<file path="src/rtl/fir_stream_driver.sv">
// Host-side sequencer for the FIR filter: buffers coefficients and samples, strobes them
// into the filter one item at a time paced on modwait, and captures each filter result.
module fir_stream_driver #(
    parameter int NUM_COEFF  = 4,
    parameter int FIFO_DEPTH = 8,
    parameter int GUARD_CYC  = 2
) (
    input  logic        clk,
    input  logic        rst,
    input  logic [15:0] coeff_in,
    input  logic        coeff_wr,
    input  logic        coeff_go,
    input  logic [15:0] sample_in,
    input  logic        sample_wr,
    input  logic        modwait,
    input  logic [15:0] fir_out,
    input  logic        err,
    output logic [15:0] fir_coefficient,
    output logic        load_coeff,
    output logic [15:0] sample_data,
    output logic        data_ready,
    output logic        fifo_full,
    output logic        busy,
    output logic        coeff_valid,
    output logic [15:0] result_data,
    output logic        result_err,
    output logic        result_valid,
    output logic        drop_err,
    output logic [9:0]  sample_cnt
);

    localparam int AW = $clog2(FIFO_DEPTH);
    localparam int KW = $clog2(NUM_COEFF);
    localparam logic [KW-1:0] KLast = KW'(NUM_COEFF - 1);
    localparam logic [2:0]    GLast = 3'(GUARD_CYC - 1);

    typedef enum logic [2:0] {
        StIdle,
        StCStrobe,
        StCGuard,
        StCWait,
        StSStrobe,
        StSGuard,
        StSWait,
        StSCapture
    } state_e;

    state_e        state_q, state_d;
    logic [KW-1:0] k_q, k_d;
    logic [2:0]    guard_q, guard_d;
    logic          go_pend_q, go_pend_d;
    logic [KW-1:0] coeff_idx_q, coeff_idx_d;
    logic [15:0]   slot_q [NUM_COEFF];
    logic [15:0]   slot_d [NUM_COEFF];
    logic [15:0]   mem_q [FIFO_DEPTH];
    logic [15:0]   mem_d [FIFO_DEPTH];
    logic [AW:0]   wptr_q, wptr_d;
    logic [AW:0]   rptr_q, rptr_d;
    logic [15:0]   sample_q, sample_d;
    logic          coeff_valid_q, coeff_valid_d;
    logic [15:0]   result_data_q, result_data_d;
    logic          result_err_q, result_err_d;
    logic          result_valid_q, result_valid_d;
    logic          drop_err_q, drop_err_d;
    logic [9:0]    sample_cnt_q, sample_cnt_d;

    logic empty, full, push, pop, go_any, in_coeff_seq;

    assign empty  = (wptr_q == rptr_q);
    // Same index with differing wrap bits means the write side has lapped the read side.
    assign full   = (wptr_q[AW] != rptr_q[AW]) && (wptr_q[AW-1:0] == rptr_q[AW-1:0]);
    assign push   = sample_wr && !full;
    assign go_any = go_pend_q || coeff_go;
    assign pop    = (state_q == StIdle) && !go_any && coeff_valid_q && !empty && !modwait;

    assign in_coeff_seq = (state_q == StCStrobe) || (state_q == StCGuard) ||
                          (state_q == StCWait);

    always_comb begin
        state_d        = state_q;
        k_d            = k_q;
        guard_d        = guard_q;
        sample_d       = sample_q;
        coeff_valid_d  = coeff_valid_q;
        result_data_d  = result_data_q;
        result_err_d   = result_err_q;
        result_valid_d = 1'b0;
        sample_cnt_d   = sample_cnt_q;

        unique case (state_q)
            StIdle: begin
                if (go_any) begin
                    state_d = StCStrobe;
                    k_d     = '0;
                end else if (pop) begin
                    state_d  = StSStrobe;
                    sample_d = mem_q[rptr_q[AW-1:0]];
                end
            end
            StCStrobe: begin
                state_d = StCGuard;
                guard_d = '0;
            end
            StCGuard: begin
                if (guard_q == GLast) begin
                    state_d = StCWait;
                end else begin
                    guard_d = guard_q + 3'd1;
                end
            end
            StCWait: begin
                if (!modwait) begin
                    if (k_q == KLast) begin
                        coeff_valid_d = 1'b1;
                        state_d       = StIdle;
                    end else begin
                        k_d     = k_q + 1'b1;
                        state_d = StCStrobe;
                    end
                end
            end
            StSStrobe: begin
                state_d = StSGuard;
                guard_d = '0;
            end
            StSGuard: begin
                if (guard_q == GLast) begin
                    state_d = StSWait;
                end else begin
                    guard_d = guard_q + 3'd1;
                end
            end
            StSWait: begin
                if (!modwait) begin
                    state_d = StSCapture;
                end
            end
            StSCapture: begin
                result_data_d  = fir_out;
                result_err_d   = err;
                result_valid_d = 1'b1;
                sample_cnt_d   = sample_cnt_q + 10'd1;
                state_d        = StIdle;
            end
        endcase
    end

    // A request arriving in the same cycle as the entry is consumed by that entry.
    assign go_pend_d = go_any && (state_d != StCStrobe);

    always_comb begin
        slot_d      = slot_q;
        coeff_idx_d = coeff_idx_q;
        if (coeff_wr && !in_coeff_seq) begin
            slot_d[coeff_idx_q] = coeff_in;
            coeff_idx_d         = (coeff_idx_q == KLast) ? '0 : coeff_idx_q + 1'b1;
        end
    end

    always_comb begin
        mem_d      = mem_q;
        wptr_d     = wptr_q;
        rptr_d     = rptr_q;
        drop_err_d = drop_err_q || (sample_wr && full);
        if (push) begin
            mem_d[wptr_q[AW-1:0]] = sample_in;
            wptr_d                = wptr_q + 1'b1;
        end
        if (pop) begin
            rptr_d = rptr_q + 1'b1;
        end
    end

    always_ff @(posedge clk or posedge rst) begin
        if (rst) begin
            state_q        <= StIdle;
            k_q            <= '0;
            guard_q        <= '0;
            go_pend_q      <= 1'b0;
            coeff_idx_q    <= '0;
            slot_q         <= '{default: '0};
            mem_q          <= '{default: '0};
            wptr_q         <= '0;
            rptr_q         <= '0;
            sample_q       <= '0;
            coeff_valid_q  <= 1'b0;
            result_data_q  <= '0;
            result_err_q   <= 1'b0;
            result_valid_q <= 1'b0;
            drop_err_q     <= 1'b0;
            sample_cnt_q   <= '0;
        end else begin
            state_q        <= state_d;
            k_q            <= k_d;
            guard_q        <= guard_d;
            go_pend_q      <= go_pend_d;
            coeff_idx_q    <= coeff_idx_d;
            slot_q         <= slot_d;
            mem_q          <= mem_d;
            wptr_q         <= wptr_d;
            rptr_q         <= rptr_d;
            sample_q       <= sample_d;
            coeff_valid_q  <= coeff_valid_d;
            result_data_q  <= result_data_d;
            result_err_q   <= result_err_d;
            result_valid_q <= result_valid_d;
            drop_err_q     <= drop_err_d;
            sample_cnt_q   <= sample_cnt_d;
        end
    end

    // Slots are frozen during a load, so the current slot can drive the filter directly.
    assign fir_coefficient = in_coeff_seq ? slot_q[k_q] : 16'h0000;
    assign load_coeff      = (state_q == StCStrobe);
    assign data_ready      = (state_q == StSStrobe);
    assign sample_data     = sample_q;
    assign fifo_full       = full;
    assign busy            = (state_q != StIdle);
    assign coeff_valid     = coeff_valid_q;
    assign result_data     = result_data_q;
    assign result_err      = result_err_q;
    assign result_valid    = result_valid_q;
    assign drop_err        = drop_err_q;
    assign sample_cnt      = sample_cnt_q;

endmodule

</file>
<file path="config.mk">
export PLATFORM = sky130hd
export DESIGN_NAME = fir_stream_driver
export DESIGN_NICKNAME = d
export VERILOG_FILES = /design/src/rtl/fir_stream_driver.sv
export SDC_FILE = /design/constraint.sdc
export NUM_CORES = 1
export LEC_CHECK = 0
export CORE_MARGIN = 3
export CORE_UTILIZATION = 57
export DETAILED_ROUTE_END_ITERATION = 6
export PLACE_DENSITY = 0.8
export SLEW_MARGIN = 20
export SYNTH_ARGS = -nofsm -noshare
export SYNTH_HDL_FRONTEND = slang
export SYNTH_SLANG_ARGS = --single-unit
</file>
<file path="constraint.sdc">
create_clock -name clk -period 11 [get_ports clk]
set_clock_uncertainty 0.2 [all_clocks]
set_input_delay 2.2 -clock clk [delete_from_list [all_inputs] [get_ports clk]]
set_output_delay 2.2 -clock clk [all_outputs]
set_load 0.01 [all_outputs]
</file>
==> out/metrics.yaml <==
place:
  place.gp.congestion: 0.764
  dp_slack_ns: 6.18
  hpwl_microns: 15300
  portBuffers: 120
  post_dp_cell_area_sq_mm: 0.0131
routing:
  postRouteAntennaNets: 0
  drt-pass1-iter-count: 4
  routedWlPerCell_microns: 21.6
  via_per_inst: 5.86
  drt_iter0_markers: 373
  wl_microns: 24800
  post-route-drc-count: 0
  vias: 6706
timing:
  period_minus_slack_ns: 5.14
  setup-violations-final: 0
  finalWorstSetupSlack_ns: 5.86
  fin_crit_sh: 0.467
  setup_tns_ns: 0
  fmax_ghz: 0.195
  grt_setup_unrepaired: "no"
  maxSlewHeadroom: 0.281
  holdWs_ns: 0.282
  max_slew.worst_pin.slew_ns: 1.08
  hold_viol: 0
  slew_viol_final: 0
yosys:
  synthDistinctLibCells: 51
  synthFlopType: "dfrtp_1"
  ys_ff_latch: 257
  synth_compound_area_frac: 0.0133
  synth_top_area_frac: 0.548
  synthMuxAreaShare: 0.341
  synth-edff-count: 0
  synthArstFlopShare: 1.00
  synth_top_cell_by_area: "dfrtp_1"
  synth.avg_cell_area_sq_um: 15.8
  synth_top_family_by_area: "multiplexers"
  syn-num-nets: 809
  synth_area_sq_mm: 0.0117
  synth-simple-area-share: 0.0453
  synthXorXnorAreaFrac: 0.0155
  netlist_top_cells_area: "dfrtp_1, mux2_2, mux4_2, mux2_4, ha_1"
  yosysSeqAreaShare: 0.548
  synth_common_cells: "dfrtp_1, mux2_2, mux4_2"
  synth_warnings: 0
  synthAdderAreaFrac: 0.0107
  synth.most_common_cell: "dfrtp_1"
  syn-instance-count: 744
critical_path:
  crit_fanout: 36
  startpoint: "rptr_q[1]$_DFFE_PP0P_"
  path_delay_family: "buffers and inverters"
  reg2reg_to: "mem_q[31]$_DFFE_PP0P_"
  cp.depth: 5
  regToRegStartpoint: "rptr_q[1]$_DFFE_PP0P_"
  r2r_cells: 6
  crit_type: "reg2out"
  worstSetupEndpoint: "fifo_full"
  crit_required_ns: 8.60
  cp_num_buf_inv: 3
  crit_top_cell: "buf_4"
  critPathMaxStageDelay_ns: 0.61
  crit_chain: "buf_4, xor2_1, nor4_2, buf_4, clkdlybuf4s50_1"
  startpoint_type: "flop"
  slowest_stage: "clkdlybuf4s50_1"
  rrSetupSlack_ns: 7.79
  worstPathArrival_ns: 2.74
  end_kind: "primary output"
finish:
  fill_cells: 1279
  antenna_cells: 0
  num-nets-final: 926
  design_area_sq_mm: 0.0140
  area_delta_synth_final_pct: 19.6
  drive_gt1_frac: 0.411
global_route:
  grt_overflow: 0
  grt_max_degree: 111
  grt_pass1_vias: 7493
  grt_pass1_wl_microns: 40900
  antenna_found_initial: 0
  grt_usage: 0.230
pwr:
  ir_drop_mv: 0.159
  p_leak_nw: 6.18
  power_density_mw_per_mm2: 279
die:
  fp-row-count: 51
  die_w_microns: 149
  die_h_microns: 149
  start_util: 0.591
  core_area_sq_mm: 0.0198
  die_area_sq_mm: 0.0223
  io_pins: 121
clock_tree:
  clkTransAtPathRegs_ns: 0.06
  cts_root_buf: "clkbuf_16"
  cts.path.max_buffers: 3
  cts_buffers: 27
  htreeDepth: 1
  post_cts_buffers: 0
  cts.sinks: 257
  cts_resized: 0
  cts_hold_buf: 0
  cts_tree: "done"
  clock_latency_ns: 0.53
worst_hold_path:
  hp-class: "reg2reg"
  hp-start: "sample_cnt[9]$_DFFE_PP0P_"
outcome:
  status: "completed"
run:
  cap_violations: 0
layout make-up:
type / instances / area, sq um / share of cell area
multi-input combinational: 436 / 5010 / 0.357
clock inverter: 10 / 156 / 0.0111
clock buffer: 38 / 767 / 0.0547
sequential: 257 / 6430 / 0.459
inverter: 8 / 37.5 / 0.00268
timing repair buffer: 131 / 1290 / 0.0923
tap: 265 / 332 / 0.0236
per-layer routing:
layer,vias to the layer above,GRT usage,routed length (microns)
met5,-,0,0
met4,0,0.0526,432
met3,40,0.0351,1120
met2,136,0.401,12800
met1,3577,0.308,10400
li1,2953,-,-
cell families (layout without fill, tap and decap cells):
group	Yosys count	count (layout)
multiplexers	294	294
flip-flops	257	257
AND/OR/NAND/NOR	88	88
buffers and inverters	51	187
AO/OA/AOI/OAI	25	25
XOR/XNOR	19	19
adder cells (fa/ha/maj)	10	10
placed cells by master, fill, tap and decap left out, types with 2 or more instances in the layout:
cell type / count
dfrtp_1: 255
mux2_2: 205
clkdlybuf4s50_1: 120
mux4_2: 48
mux2_4: 40
clkbuf_16: 27
nor2b_1: 20
nand2_1: 17
xnor2_1: 10
ha_1: 10
o21ai_0: 9
buf_4: 9
inv_1: 7
nor2_1: 7
xor2_1: 7
nor3_1: 6
nand3_1: 6
clkbuf_1: 6
a21oi_1: 5
clkbuf_8: 5
nor3b_1: 4
a21o_1: 4
bufinv_16: 4
clkinv_2: 4
and3_1: 3
nand4_1: 3
nand2b_1: 2
or3b_2: 2
or3_1: 2
xor2_2: 2
nor2_2: 2
dfrtp_2: 2
power breakdown:
group	internal, mW	leakage, nW	switching (mW)
clock	0.578	0.452	0.364
combinational	0.862	2.51	0.464
sequential	1.37	3.21	0.280
total	2.81	6.18	1.11
worst min path at each step:
stage	to	slack, ns	cells past startpoint
after floorplan	rptr_q[3]$_DFFE_PP0P_	0.26	1
after global placement	sample_cnt[9]$_DFFE_PP0P_	0.27	1
after detailed placement	drop_err$_DFF_PP0_	0.27	1
after CTS	sample_cnt[9]$_DFFE_PP0P_	0.29	1
after global routing	slot_q[18]$_DFFE_PP0P_	0.31	1
final	sample_cnt[9]$_DFFE_PP0P_	0.28	1
stage by stage:
stage                util  power [mW]  cells
finish              0.707        3.92   1145
global route        0.707        4.14   1145
CTS                 0.706        3.95   1144
detailed placement  0.659        2.99   1096
global placement    0.659        2.88   1096
floorplan               -        2.53    744
state kept, by name, summed over array words and instances, names as in the netlist, 2 cells and up:
signal and flops:
slot_q 64, state_q 3, rptr_q 4, sample_cnt 10
coeff_idx_q 2, k_q 2, wptr_q 4, result_data 16
mem_q 128, sample_data 16, guard_q 3
worst reg2reg max path, cell delays in order, from the launching register on:
cell and delay [ns]:
dfrtp_1 0.32, buf_4 0.47, xor2_1 0.20, nor4_2 0.34
buf_4 0.27, or4b_1 0.85, mux2_2 0.43
Note: power is estimated with default switching activity, not from simulation.
